## config.mk

```make
export PLATFORM = sky130hd
export DESIGN_NAME = lieat_sram64_arb_ctrl_flat
export DESIGN_NICKNAME = d
export VERILOG_FILES = /design/src/rtl/lieat_sram64_arb_ctrl_pkg.sv /design/src/rtl/lieat_sram64_arb_ctrl_if.sv /design/src/rtl/lieat_sram64_arb_ctrl_rr_arb2.sv /design/src/rtl/lieat_sram64_arb_ctrl.sv /design/src/flat_wrapper.sv
export SDC_FILE = /design/constraint.sdc
export NUM_CORES = 1
export LEC_CHECK = 0
export ABC_AREA = 1
export CORE_AREA = 2 2 162 164
export CTS_CLUSTER_DIAMETER = 80
export DETAILED_ROUTE_END_ITERATION = 6
export DIE_AREA = 0 0 164 166
export PLACE_DENSITY = 0.63
export SETUP_SLACK_MARGIN = 0.3
export SKIP_LAST_GASP = 1
export SLEW_MARGIN = 20
export SYNTH_ARGS = -nofsm -noshare
export SYNTH_HDL_FRONTEND = slang
export SYNTH_SLANG_ARGS = --single-unit
```

## constraint.sdc

```tcl
create_clock -name clock -period 2.3 [get_ports clock]
set_clock_uncertainty 0.05 [all_clocks]
set_input_delay 0.69 -clock clock [delete_from_list [all_inputs] [get_ports clock]]
set_output_delay 0.69 -clock clock [all_outputs]
set_load 0.1 [all_outputs]
```

## src/rtl/lieat_sram64_arb_ctrl_pkg.sv

```systemverilog
// Shared definitions for the 64x64 SRAM arbiter/sequencer: FSM encoding and
// array geometry.
package lieat_sram64_arb_ctrl_pkg;

    localparam int SRAM_AW    = 6;
    localparam int SRAM_DW    = 64;
    localparam int SRAM_DEPTH = 64;

    typedef enum logic [0:0] {
        ST_INIT = 1'b0,
        ST_IDLE = 1'b1
    } state_e;

endpackage

```

## src/rtl/lieat_sram64_arb_ctrl_if.sv

```systemverilog
// Two request/response client ports of the SRAM arbiter. The master modport is
// the client side and the slave modport is the controller side.
interface lieat_sram64_arb_ctrl_if;
    import lieat_sram64_arb_ctrl_pkg::*;

    logic               req0_valid;
    logic               req0_ready;
    logic               req0_we;
    logic [SRAM_AW-1:0] req0_addr;
    logic [SRAM_DW-1:0] req0_wdata;
    logic               rsp0_valid;
    logic [SRAM_DW-1:0] rsp0_rdata;

    logic               req1_valid;
    logic               req1_ready;
    logic               req1_we;
    logic [SRAM_AW-1:0] req1_addr;
    logic [SRAM_DW-1:0] req1_wdata;
    logic               rsp1_valid;
    logic [SRAM_DW-1:0] rsp1_rdata;

    modport master (
        output req0_valid, req0_we, req0_addr, req0_wdata,
        input  req0_ready, rsp0_valid, rsp0_rdata,
        output req1_valid, req1_we, req1_addr, req1_wdata,
        input  req1_ready, rsp1_valid, rsp1_rdata
    );

    modport slave (
        input  req0_valid, req0_we, req0_addr, req0_wdata,
        output req0_ready, rsp0_valid, rsp0_rdata,
        input  req1_valid, req1_we, req1_addr, req1_wdata,
        output req1_ready, rsp1_valid, rsp1_rdata
    );

endinterface

```

## src/rtl/lieat_sram64_arb_ctrl_rr_arb2.sv

```systemverilog
// Two-way round-robin arbiter with a one-hot grant. The pointer remembers the
// last granted port and only moves when a grant is issued.
module lieat_rr_arb2 (
    input  logic       clock,
    input  logic       reset,
    input  logic [1:0] req,
    input  logic       en,
    output logic [1:0] gnt
);

    logic last_q;
    logic last_d;

    // Grant selection and pointer update.
    always_comb begin
        gnt    = 2'b00;
        last_d = last_q;
        if (en) begin
            case (req)
                2'b01:   gnt = 2'b01;
                2'b10:   gnt = 2'b10;
                2'b11:   gnt = last_q ? 2'b01 : 2'b10;
                default: gnt = 2'b00;
            endcase
        end else begin
            gnt = 2'b00;
        end
        if (gnt != 2'b00) begin
            last_d = gnt[1];
        end else begin
            last_d = last_q;
        end
    end

    // Pointer register; "last=1" out of reset so port 0 wins the first tie.
    always_ff @(posedge clock or negedge reset) begin
        if (!reset) begin
            last_q <= 1'b1;
        end else begin
            last_q <= last_d;
        end
    end

endmodule

```

## src/rtl/lieat_sram64_arb_ctrl.sv

```systemverilog
// Arbiter and sequencer for a single-port 64x64 register-array SRAM: sweeps
// INIT_VALUE into every entry, then serves two round-robin request ports.
module lieat_sram64_arb_ctrl
    import lieat_sram64_arb_ctrl_pkg::*;
#(
    parameter logic [SRAM_DW-1:0] INIT_VALUE = 64'h0,
    parameter int                 DEPTH_LOG2 = 6
) (
    input  logic                  clock,
    input  logic                  reset,
    input  logic                  clr,
    output logic                  init_busy,
    lieat_sram64_arb_ctrl_if.slave bus,
    output logic                  sram_wen,
    output logic [DEPTH_LOG2-1:0] sram_a,
    output logic [SRAM_DW-1:0]    sram_d,
    input  logic [SRAM_DW-1:0]    sram_q
);

    state_e                state_q, state_d;
    logic [DEPTH_LOG2-1:0] cnt_q, cnt_d;
    logic                  rsp0_valid_q, rsp0_valid_d;
    logic                  rsp1_valid_q, rsp1_valid_d;
    logic [SRAM_DW-1:0]    rsp0_rdata_q, rsp0_rdata_d;
    logic [SRAM_DW-1:0]    rsp1_rdata_q, rsp1_rdata_d;

    logic                  arb_en_s;
    logic [1:0]            gnt_s;

    // clr wins over any pending request, so arbitration is masked that cycle.
    assign arb_en_s = (state_q == ST_IDLE) && !clr;

    lieat_rr_arb2 u_arb (
        .clock (clock),
        .reset (reset),
        .req   ({bus.req1_valid, bus.req0_valid}),
        .en    (arb_en_s),
        .gnt   (gnt_s)
    );

    // Next-state, sweep counter, SRAM drive and response capture.
    always_comb begin
        state_d      = state_q;
        cnt_d        = cnt_q;
        sram_wen     = 1'b0;
        sram_a       = '0;
        sram_d       = '0;
        rsp0_valid_d = 1'b0;
        rsp1_valid_d = 1'b0;
        rsp0_rdata_d = rsp0_rdata_q;
        rsp1_rdata_d = rsp1_rdata_q;

        case (state_q)
            ST_INIT: begin
                sram_wen = 1'b1;
                sram_a   = cnt_q;
                sram_d   = INIT_VALUE;
                cnt_d    = cnt_q + 1'b1;
                if (cnt_q == {DEPTH_LOG2{1'b1}}) begin
                    state_d = ST_IDLE;
                end else begin
                    state_d = ST_INIT;
                end
            end
            ST_IDLE: begin
                if (clr) begin
                    state_d = ST_INIT;
                    cnt_d   = '0;
                end else if (gnt_s[0]) begin
                    sram_wen     = bus.req0_we;
                    sram_a       = bus.req0_addr;
                    sram_d       = bus.req0_we ? bus.req0_wdata : '0;
                    rsp0_valid_d = !bus.req0_we;
                    if (!bus.req0_we) begin
                        rsp0_rdata_d = sram_q;
                    end else begin
                        rsp0_rdata_d = rsp0_rdata_q;
                    end
                end else if (gnt_s[1]) begin
                    sram_wen     = bus.req1_we;
                    sram_a       = bus.req1_addr;
                    sram_d       = bus.req1_we ? bus.req1_wdata : '0;
                    rsp1_valid_d = !bus.req1_we;
                    if (!bus.req1_we) begin
                        rsp1_rdata_d = sram_q;
                    end else begin
                        rsp1_rdata_d = rsp1_rdata_q;
                    end
                end else begin
                    state_d = ST_IDLE;
                end
            end
            default: begin
                state_d = ST_INIT;
                cnt_d   = '0;
            end
        endcase
    end

    // State, counter and response registers.
    always_ff @(posedge clock or negedge reset) begin
        if (!reset) begin
            state_q      <= ST_INIT;
            cnt_q        <= '0;
            rsp0_valid_q <= 1'b0;
            rsp1_valid_q <= 1'b0;
            rsp0_rdata_q <= '0;
            rsp1_rdata_q <= '0;
        end else begin
            state_q      <= state_d;
            cnt_q        <= cnt_d;
            rsp0_valid_q <= rsp0_valid_d;
            rsp1_valid_q <= rsp1_valid_d;
            rsp0_rdata_q <= rsp0_rdata_d;
            rsp1_rdata_q <= rsp1_rdata_d;
        end
    end

    assign init_busy      = (state_q == ST_INIT);
    assign bus.req0_ready = gnt_s[0];
    assign bus.req1_ready = gnt_s[1];
    assign bus.rsp0_valid = rsp0_valid_q;
    assign bus.rsp1_valid = rsp1_valid_q;
    assign bus.rsp0_rdata = rsp0_rdata_q;
    assign bus.rsp1_rdata = rsp1_rdata_q;

endmodule

```

## src/flat_wrapper.sv

```systemverilog
// flat-port wrapper written by rule: the top's interface ports become plain ports
module lieat_sram64_arb_ctrl_flat import lieat_sram64_arb_ctrl_pkg::*;
#(
    parameter logic [SRAM_DW-1:0] INIT_VALUE = 64'h0,
    parameter int                 DEPTH_LOG2 = 6
)
  (clock, reset, clr, init_busy, sram_wen, sram_a, sram_d, sram_q, bus_req0_valid, bus_req0_we, bus_req0_addr, bus_req0_wdata, bus_req0_ready, bus_rsp0_valid, bus_rsp0_rdata, bus_req1_valid, bus_req1_we, bus_req1_addr, bus_req1_wdata, bus_req1_ready, bus_rsp1_valid, bus_rsp1_rdata);
  lieat_sram64_arb_ctrl_if bus_i ();
  input  logic clock;
  input  logic reset;
  input  logic clr;
  output logic init_busy;
  output logic sram_wen;
  output logic [DEPTH_LOG2-1:0] sram_a;
  output logic [SRAM_DW-1:0] sram_d;
  input  logic [SRAM_DW-1:0] sram_q;
  input wire logic [$bits(bus_i.req0_valid)-1:0] bus_req0_valid;
  input wire logic [$bits(bus_i.req0_we)-1:0] bus_req0_we;
  input wire logic [$bits(bus_i.req0_addr)-1:0] bus_req0_addr;
  input wire logic [$bits(bus_i.req0_wdata)-1:0] bus_req0_wdata;
  output wire logic [$bits(bus_i.req0_ready)-1:0] bus_req0_ready;
  output wire logic [$bits(bus_i.rsp0_valid)-1:0] bus_rsp0_valid;
  output wire logic [$bits(bus_i.rsp0_rdata)-1:0] bus_rsp0_rdata;
  input wire logic [$bits(bus_i.req1_valid)-1:0] bus_req1_valid;
  input wire logic [$bits(bus_i.req1_we)-1:0] bus_req1_we;
  input wire logic [$bits(bus_i.req1_addr)-1:0] bus_req1_addr;
  input wire logic [$bits(bus_i.req1_wdata)-1:0] bus_req1_wdata;
  output wire logic [$bits(bus_i.req1_ready)-1:0] bus_req1_ready;
  output wire logic [$bits(bus_i.rsp1_valid)-1:0] bus_rsp1_valid;
  output wire logic [$bits(bus_i.rsp1_rdata)-1:0] bus_rsp1_rdata;
  assign bus_i.req0_valid = bus_req0_valid;
  assign bus_i.req0_we = bus_req0_we;
  assign bus_i.req0_addr = bus_req0_addr;
  assign bus_i.req0_wdata = bus_req0_wdata;
  assign bus_req0_ready = bus_i.req0_ready;
  assign bus_rsp0_valid = bus_i.rsp0_valid;
  assign bus_rsp0_rdata = bus_i.rsp0_rdata;
  assign bus_i.req1_valid = bus_req1_valid;
  assign bus_i.req1_we = bus_req1_we;
  assign bus_i.req1_addr = bus_req1_addr;
  assign bus_i.req1_wdata = bus_req1_wdata;
  assign bus_req1_ready = bus_i.req1_ready;
  assign bus_rsp1_valid = bus_i.rsp1_valid;
  assign bus_rsp1_rdata = bus_i.rsp1_rdata;
  lieat_sram64_arb_ctrl #(.INIT_VALUE(INIT_VALUE), .DEPTH_LOG2(DEPTH_LOG2)) u_core (.clock(clock), .reset(reset), .clr(clr), .init_busy(init_busy), .bus(bus_i), .sram_wen(sram_wen), .sram_a(sram_a), .sram_d(sram_d), .sram_q(sram_q));
endmodule
```

==> results of run 1 <==
## path summary, 6_finish.rpt
path / from / to / slack (ns) / cells past startpoint
min: reset / u_core.bus.rsp0_rdata[43] / 0.13 / 1
max in group asynchronous: reset / u_core.bus.rsp0_rdata[60] / 1.50 / 2
max: bus_req0_valid / sram_d[37] / -0.45 / 9
max reg2reg: u_core.u_arb.last_q / u_core.bus.rsp0_rdata[44] / 0.12 / 11
min reg2reg: u_core.bus.rsp0_rdata[58] / u_core.bus.rsp0_rdata[58] / 0.42 / 2
min in group clock: u_core.bus.rsp0_rdata[58] / u_core.bus.rsp0_rdata[58] / 0.42 / 2
## power by group through the flow
| stage | clock (mW) | combinational (mW) | sequential [mW] |
|---|---|---|---|
| 6_report | 2.90 | 10.3 | 3.77 |
| 5_1_grt | 3.09 | 10.6 | 3.88 |
| 4_1_cts | 2.98 | 10.2 | 3.77 |
| 3_5_place_dp | 0 | 10.1 | 3.79 |
| 3_3_place_gp | 0 | 10.1 | 3.78 |
| 2_1_floorplan | 0 | 1.89 | 9.25 |
## cell families after synthesis
kind of cell,Yosys count,share of synthesized area (%)
AO/OA/AOI/OAI,8,0.748
buffers and inverters,76,5.64
AND/OR/NAND/NOR,631,40.5
flip-flops,138,53.0
adder cells (fa/ha/maj),1,0.192
## sequential cells by signal, indices dropped and copies added (netlist names)
signal	flops
u_core.bus.rsp0_rdata	64
u_core.bus.rsp0_valid	1
u_core.bus.rsp1_rdata	64
u_core.bus.rsp1_valid	1
u_core.cnt_q	6
u_core.state_q	1
u_core.u_arb.last_q	1
## through the flow
stage	hold WS (ns)	worst slack, ns	util (%)	cells
after floorplan	0.344	-0.228	-	854
after global placement	0.405	-0.892	48.0	1574
after detailed placement	0.409	-0.872	48.0	1574
after CTS	0.121	-0.454	53.0	1617
after global routing	0.130	-0.523	54.7	1625
final	0.129	-0.453	54.7	1625
## metal layers
| metal | track usage, % | up-vias |
|---|---|---|
| met4 | 7.89 | 0 |
| met3 | 6.34 | 55 |
| met5 | 0 | - |
| met2 | 37.8 | 325 |
| met1 | 22.4 | 3603 |
| li1 | - | 3601 |
## area by class of cell
class / count / area, um^2
clock buffer: 17 / 425
clock inverter: 14 / 196
fill: 2276 / 11600
inverter: 11 / 48.8
multi-input combinational: 640 / 3940
sequential: 138 / 3450
tap: 335 / 419
timing repair buffer: 470 / 5520
## worst max-delay path, stage by stage
cell	delay, ns
clkdlybuf4s15_2	0.26
nand2_8	0.09
nand2_4	0.06
nor2_4	0.17
buf_12	0.14
bufbuf_16	0.26
nand3_2	0.08
nand2_4	0.09
buf_12	0.17
## cell usage after synthesis
| cell type | count | area, um^2 |
|---|---|---|
| nand2_1 | 419 | 1570 |
| nand3_1 | 202 | 1010 |
| dfrtp_1 | 137 | 3430 |
| buf_2 | 30 | 150 |
| clkbuf_1 | 21 | 78.8 |
| inv_1 | 10 | 37.5 |
| buf_1 | 8 | 30.0 |
| buf_6 | 6 | 67.6 |
| nor2_1 | 5 | 18.8 |
| o21ai_0 | 4 | 20.0 |
| nand2_2 | 2 | 12.5 |
| o22ai_1 | 2 | 12.5 |
| a22o_1 | 1 | 8.76 |
| a22oi_1 | 1 | 7.51 |
| dfstp_2 | 1 | 26.3 |
| ha_1 | 1 | 12.5 |
| inv_2 | 1 | 3.75 |
| nand3b_1 | 1 | 7.51 |
| nand4_1 | 1 | 6.26 |
| nor2_4 | 1 | 11.3 |
## what timing repair did
item,4_1_cts,5_1_grt
pin swaps,2,5
resized for setup,99,49
setup buffers,7,1
setup endpoints to repair,203,149
gates cloned,5,7
==> results.md, run 1 <==
- Status: finished with violations
- Failing checks: negative setup slack
- GR Util All Layers: approximately a fifth
- Share of cells above drive strength 1: 37.3%
- Num CTS Buffers: 17
- Synth Net Count: 1066
- # clock sinks: between 100 and 150
- Port-buffer cells: between 400 and 500
- Number of diodes: 0
- Per-cell routed wire length: around 18 um
- RSZ-0062 raised after global routing: yes
- CTS tree: done
- Flop pwr share: between 20% and 30%
- WP data arrival: 2.01 ns
- Vias in the first global route: 7600
- Worst Hold Class: in -> async
- Highest metal used: met4
- Reg clk slew, reported paths: about 0.060 ns
- Clock Tree Buf Depth: 2
- Grt ovf: 0
- First-pass GRT wire length: between 40000 and 50000 um
- Most common cell after layout, fill and taps aside: nand2_1
- Residual DRC: 0
- Starting Density: around a quarter
- WL met3: 2360 um
- Power Dens Cells: between 1000 and 1500 nW/um^2
- Synth Instances: roughly 850
- Dpl cell area: around 12000 um^2
- I/O pin total: slightly above 400
- Final WS setup: -0.453 ns
- Worst-margin pin slew: about 0.4 ns
- Post-synthesis sequential area ratio: between 50% and 60%
- Hold Vio Cnt, Final: 0
- Min Tclk post-route: 2.75 ns
- Nature of the critical path startpoint: primary input
- Syn avg cell area: approximately 7.6 um^2
- Maximum vdd drop: between 900 and 1000 uV
- Switching pwr: between 9 and 10 mW
- Maxcap violations: 0
- Routed wire length: around 30000 um
- Slew Viols, Final: 0
- LEAKAGE: 6.62 nW
- Post-layout nets: about 1500
- Largest net degree at the start of global routing: 41
- Syn. warnings: 0
- Comb pwr share: about 61%
- Chip height: between 150 and 200 um
- Clock latency on the worst-skew pair: 0.41 ns
- Max frequency: between 300 and 400 MHz
- Power, Total: around 17 mW
- Hold_buf cts: 0
- Site Rows: 59
- Core area: roughly 26000 um^2
- Initial antenna violation count: 0
- Worst Path Class, Setup: in -> out
- Met2 wire len: 15300 um
- Drt pass-1 iters: 4
- H-tree levels: 4
- Clock share of power: between 15 and 20%
- Clk root buf: clkbuf_16
- Req. time, crit path: between 1.5 and 2 ns
- Most frequent cells in the layout: nand2_1, clkdlybuf4s50_1, buf_4
- Period utilisation layout: 120%
- CP Capture Type: primary output
- Rel. slew slack: 73.8%
- Post-Syn Area: approximately 6500 um^2
- Sw Ratio: approximately 56%
- Vias per std cell: 4.67
- FF+latch count, synth: around 140
- Design Area, Final: 14000 um^2
- Antenna Nets Post-Route: 0
- Internal power: 7.44 mW
- Wl on met1: between 10000 and 15000 um
- Post-DP HPWL: about 21000 um
- Endpoints failing setup: 73
- Initial drt markers: 574
- Area growth syn-to-layout: 115%
- Die W: ~160 um
- Vias: approximately 7600
- Die area: ~27000 um^2
- Final TNS setup: -28.79 ns
- GP Congestion: 0.856
- Maximum fanout along the worst path: 4
- Cell variety after synth: 20
Note: power is estimated with default switching activity, not from simulation.
==> run 2, diff against run 1 <==
--- a/config.mk
+++ b/config.mk
@@ -5,13 +5,13 @@
 export SDC_FILE = /design/constraint.sdc
 export NUM_CORES = 1
 export LEC_CHECK = 0
-export ABC_AREA = 1
-export CORE_AREA = 2 2 162 164
+export CORE_AREA = 2 2 160 162
+export CTS_BUF_LIST = sky130_fd_sc_hd__clkbuf_8
 export CTS_CLUSTER_DIAMETER = 80
 export DETAILED_ROUTE_END_ITERATION = 6
-export DIE_AREA = 0 0 164 166
-export PLACE_DENSITY = 0.63
-export SETUP_SLACK_MARGIN = 0.3
+export DIE_AREA = 0 0 162 164
+export PLACE_DENSITY = 0.64
+export SETUP_SLACK_MARGIN = 0.4
 export SKIP_LAST_GASP = 1
 export SLEW_MARGIN = 20
 export SYNTH_ARGS = -nofsm -noshare
==> run 2 against run 1 <==
The run still ends with negative setup slack left. Global-route usage decreased by 0.054 points. Sequential power decreased by 7.7%. Power decreased by 22%. Largest cell class unchanged. Die area decreased by 2.4%.
==> results.md, run 2 <==
- Maximum fanout along the worst path: 16
- Number of diodes: 0
- Min Tclk post-route: roughly 2.8 ns
- Slew Viols, Final: 0
- Clock latency on the worst-skew pair: ~0.43 ns
- Maximum vdd drop: roughly 750 uV
- I/O pin total: ~420
- Nature of the critical path startpoint: primary input
- Initial antenna violation count: 1
- Fraction of registers with async set or reset after synthesis: between 90% and 100%
- Power Dens Cells: a little over 900 nW/um^2
- Endpoints failing setup: 74
- LEAKAGE: 6.78 nW
- Design Area, Final: between 10000 and 15000 um^2
- Vias in the first global route: 6178
- Setup crit start: bus_req0_valid
- Per-cell routed wire length: ~23 um
- Top FF cell, synth: dfrtp_1
- Site Rows: 58
- Dpl ws: -0.738 ns
- Hold_buf cts: 0
- Yosys top cell by area: dfrtp_1
- Reg area: about 3500 um^2
- Syn avg cell area: around 15 um^2
- Maxcap violations: 0
- Reg clk slew, reported paths: 0.10 ns
- Hold Vio Cnt, Final: 0
- Final WS setup: -0.534 ns
- Worst reg2reg path startpoint: u_core.u_arb.last_q
- Area contributors post-synth: dfrtp_1, mux2_4, a22o_1
- Share of cells above drive strength 1: between 50% and 60%
- Post-layout nets: between 1000 and 1500
- Grt ovf: 0
- Antenna Nets Post-Route: 0
- GR Util All Layers: between 20% and 30%
- Worst R2R End: u_core.bus.rsp0_rdata[14]
- Period utilisation layout: 123%
- H-tree levels: 4
- Count leader, synth: dfrtp_1
- CP endpoint: sram_wen
- RSZ-0062 raised after global routing: yes
- Top cell type's share of synthesized area: between 50% and 60%
- Initial drt markers: roughly 220
- Die W: between 150 and 200 um
- Largest net degree at the start of global routing: 50
- Residual DRC: 0
- Core area: between 20000 and 25000 um^2
- Synth Instances: between 400 and 500
- Dpl cell area: ~12000 um^2
- Max frequency: around 350 MHz
- WP data arrival: 2.09 ns
- Drt pass-1 iters: 4
- Clk root buf: clkbuf_8
- # clock sinks: roughly 140
- Chip height: about 160 um
- Status: finished with violations
- EDFF count, synth: 0
- Num CTS Buffers: 17
- Worst Hold Class: in -> async
- Vias: 5700
- Cell variety after synth: 34
- Most frequent cells in the layout: clkdlybuf4s50_1, dfrtp_1, mux2_4
- Most common cell after layout, fill and taps aside: clkdlybuf4s50_1
- Syn. warnings: 0
- CTS tree: done
- Area growth syn-to-layout: 118%
- Worst Path Class, Setup: in -> out
- Routed wire length: roughly 29000 um
- GP Congestion: about 0.81
- Req. time, crit path: approximately 1.6 ns
- Port-buffer cells: roughly 410
- Post-synthesis sequential area ratio: 53.2%
- Vias per std cell: about 4.6
- First-pass GRT wire length: between 40000 and 50000 um
- Synth cell count leaders: dfrtp_1, mux2_4, a22o_1
- Worst-margin pin slew: between 0.3 and 0.4 ns
- Post-Syn Area: 6490 um^2
- R2R cell count: 10
- Multi-input gate area: about 3500 um^2
- Worst reg-to-reg setup slack: 0.16 ns
- Rel. slew slack: approximately three quarters
- FILL cells: 1993
- CP Capture Type: primary output
- Synth Net Count: around 630
- FF+latch count, synth: 138
- Post-DP HPWL: 21400 um
- Clock Tree Buf Depth: 2
- Power, Total: around 13 mW
- Starting Density: between 20% and 30%
- Failing checks: negative setup slack
- Die area: 26600 um^2
[run 2: per-stage QoR]
stage          hold slack, ns  utilization, %  TNS [ns]  cells
5_1_grt                0.0572            57.1    -37.87   1252
4_1_cts                0.0597            54.8    -33.92   1242
6_report               0.0756            57.1    -32.50   1252
2_1_floorplan           0.344               -    -13.99    419
3_3_place_gp            0.441            49.8   -103.05   1175
3_5_place_dp            0.443            49.8   -102.27   1175
[run 2: final cells by class]
type / count / area share, %
timing repair buffer: 505 / 45.0
multi-input combinational: 244 / 24.8
sequential: 138 / 24.4
tap: 330 / 2.91
clock buffer: 17 / 1.65
clock inverter: 15 / 1.14
inverter: 3 / 0.106
[run 2: timing repair]
item | CTS | global route
cloned | 11 | 1
buffers inserted | 24 | 9
setup endpoints to repair | 213 | 295
resized for setup | 85 | 126
pin swaps | 10 | 11
[run 2: critical path, stage by stage]
cell and delay [ns]:
dlygate4sd2_1 0.25, buf_4 0.15, and4_4 0.25, buf_12 0.18, or3_4 0.39, buf_12 0.18
[run 2: worst min path at each step]
stage / start / to / slack (ns) / depth (start not counted)
2_1_floorplan: reset / u_core.bus.rsp0_rdata[0] / 0.34 / 0
3_3_place_gp: u_core.bus.rsp1_rdata[19] / u_core.bus.rsp1_rdata[19] / 0.44 / 1
3_5_place_dp: u_core.bus.rsp1_rdata[11] / u_core.bus.rsp1_rdata[11] / 0.44 / 1
4_1_cts: reset / u_core.bus.rsp0_rdata[52] / 0.06 / 1
5_1_grt: reset / u_core.bus.rsp0_rdata[52] / 0.06 / 1
6_report: reset / u_core.bus.rsp0_rdata[52] / 0.08 / 1
[run 2: report_power, final]
part	switching (mW)	internal [mW]	total [mW]	leakage, nW
combinational	5.21	2.51	7.71	4.73
sequential	0.481	3.00	3.48	1.86
clock	1.09	0.899	1.99	0.195
total	6.78	6.41	13.2	6.78
[run 2: layer usage]
metal,GRT usage (%),up-vias,share of wire (%)
met5,0,-,0
met4,7.80,0,3.3
met3,6.72,35,7.7
met2,37.9,256,54
met1,22.3,2847,35
li1,-,2562,-
[run 2: logic make-up after synthesis]
group,count (synthesis),synth area share (%)
xor+xnor,3,0.405
simple gates,32,3.26
flops,138,53.2
compound gates,80,10.5
buf+inv,37,4.61
fa+ha+maj,1,0.193
mux,128,27.9
==> run 3, diff against run 2 <==
--- a/config.mk
+++ b/config.mk
@@ -10,7 +10,6 @@
 export CTS_CLUSTER_DIAMETER = 80
 export DETAILED_ROUTE_END_ITERATION = 6
 export DIE_AREA = 0 0 162 164
-export PLACE_DENSITY = 0.64
 export SETUP_SLACK_MARGIN = 0.4
 export SKIP_LAST_GASP = 1
 export SLEW_MARGIN = 20
==> run 3 against run 2 <==
Utilization shrank 1.0 points. Global-route usage is 0.94 points higher. Clock power about the same. Die area is the same. Setup slack better by 0.056 ns. Non-clock buffer count down 3. Maximum frequency rose by 2.0%. First-iteration DRC count fell by 22%. Sequential cell count is the same. Clock-buffer cell count is the same. The flow still finishes with violations (negative setup slack). Critical path depth is 1 higher.
==> results.md, run 3 (synthesized netlist as in run 2, its figures left out) <==
- Status: finished with violations
- Failing checks: negative setup slack
- CP endpoint: sram_d[18]
- Die area: roughly 27000 um^2
- Initial antenna violation count: 1
- Per-cell routed wire length: 23.8 um
- Number of diodes: 0
- GR Util All Layers: a little over a fifth
- Max frequency: ~360 MHz
- Residual DRC: 0
- Slew Viols, Final: 0
- Clk root buf: clkbuf_8
- I/O pin total: roughly 420
- Setup crit start: u_core.u_arb.last_q
- Drt pass-1 iters: 4
- Switching pwr: approximately 6.7 mW
- Comb pwr share: between 50% and 60%
- Post-DP HPWL: 23200 um
- Flop pwr share: between 20% and 30%
- # clock sinks: 138
- Worst Path Class, Setup: reg -> out
- Maximum fanout along the worst path: 5
- Clock Tree Buf Depth: 2
- Power, Total: between 10 and 15 mW
- Most common cell after layout, fill and taps aside: clkdlybuf4s50_1
- Power Dens Cells: 932 nW/um^2
- Antenna Nets Post-Route: 0
- Routed wire length: just under 30000 um
- Period utilisation layout: 121%
- CTS tree: done
- Share of cells above drive strength 1: slightly below 60%
- Area growth syn-to-layout: 115%
- LEAKAGE: ~6.7 nW
- Starting Density: a little over a quarter
- Nature of the critical path startpoint: register
- Vias: 5643
- H-tree levels: 4
- Multi-input gate area: 3480 um^2
- Worst Hold Class: in -> async
- Post-layout nets: approximately 1100
- Internal power: between 6 and 7 mW
- Site Rows: just under 60
- Initial drt markers: roughly 170
- Port-buffer cells: about 410
- CP Capture Type: primary output
- Maxcap violations: 0
- Final WS setup: -0.478 ns
- Rel. slew slack: around three quarters
- Final TNS setup: -34.09 ns
- Num CTS Buffers: 17
- WP data arrival: approximately 2.0 ns
- Worst reg2reg path startpoint: u_core.u_arb.last_q
- Hold_buf cts: 0
- Most frequent cells in the layout: clkdlybuf4s50_1, dfrtp_1, mux2_4
- Sw Ratio: about 51%
- Min Tclk post-route: between 2 and 3 ns
- Worst-margin pin slew: ~0.4 ns
- Hold Vio Cnt, Final: 0
- Vias in the first global route: 6032
- Reg clk slew, reported paths: around 0.08 ns
- Die W: between 150 and 200 um
- Chip height: 164 um
- Grt ovf: 0
- Clock latency on the worst-skew pair: 0.43 ns
- GP Congestion: between 0.8 and 0.9
- Vias per std cell: roughly 4.5
- FILL cells: around 2100
- Core area: approximately 25000 um^2
- RSZ-0062 raised after global routing: yes
- Reg area: ~3500 um^2
- Req. time, crit path: between 1.5 and 2 ns
- Dpl ws: -0.833 ns
- Final hold slack: 0.0984 ns
- Clock share of power: 15.2%
- Largest net degree at the start of global routing: 41
- R2R cell count: 12
- First-pass GRT wire length: approximately 42000 um
- Worst reg-to-reg setup slack: -0.11 ns
- Endpoints failing setup: 127
- Maximum vdd drop: 705 uV
- Worst R2R End: u_core.bus.rsp0_rdata[17]
[run 3: cell type report]
type	count	area share, %
flip-flops and latches	138	24.8
clock inverters	15	1.07
inverters	3	0.108
clock buffers	17	1.68
repair buffers	502	44.4
multi-input cells	245	25.0
well taps	330	2.96
[run 3: how the worst min path moves through the flow]
stage                                    startpoint                   endpoint  slack [ns]  cells after the start
final                                         reset  u_core.bus.rsp0_rdata[47]         0.1                      1
after global routing                          reset  u_core.bus.rsp0_rdata[47]        0.08                      1
after floorplan                               reset   u_core.bus.rsp0_rdata[0]        0.34                      0
after global placement    u_core.bus.rsp1_rdata[17]  u_core.bus.rsp1_rdata[17]        0.44                      1
after detailed placement  u_core.bus.rsp0_rdata[40]  u_core.bus.rsp0_rdata[40]        0.44                      1
after CTS                                     reset  u_core.bus.rsp0_rdata[48]        0.08                      1
[run 3: timing repair]
| item | 4_1_cts | 5_1_grt |
|---|---|---|
| buffers inserted | 29 | 4 |
| endpoints found under the setup margin | 206 | 232 |
| cloned | 10 | 2 |
| gates resized for setup | 76 | 67 |
| pin swaps | 11 | 10 |
[run 3: routing by layer]
layer	vias up	global-route usage (%)	part of all wire, %
li1	2555	-	-
met1	2830	24.9	38
met2	232	40.4	54
met3	24	5.66	6.5
met4	2	4.75	1.6
met5	-	0	0.044
[run 3: power groups by stage]
| stage | Combinational [mW] | Sequential (mW) | Clock (mW) |
|---|---|---|---|
| 2_1_floorplan | 1.63 | 7.07 | 0 |
| 3_3_place_gp | 7.31 | 3.42 | 0 |
| 3_5_place_dp | 7.34 | 3.42 | 0 |
| 4_1_cts | 7.46 | 3.40 | 2.04 |
| 5_1_grt | 7.75 | 3.52 | 2.14 |
| 6_report | 7.57 | 3.45 | 1.97 |
[run 3: per-stage QoR]
step,area [um^2],utilization [%],std cells
after global routing,13900,56.1,1250
after detailed placement,12500,50.2,1173
final,13900,56.1,1250
after CTS,13600,54.8,1244
after global placement,12500,50.2,1173
after floorplan,7320,-,419
[run 3: critical path: stages (launching register included)]
cell	delay, ns
dfstp_2	0.57
nand2b_4	0.13
and4_4	0.25
buf_6	0.12
buf_6	0.12
buf_12	0.12
a22o_4	0.12
buf_12	0.16
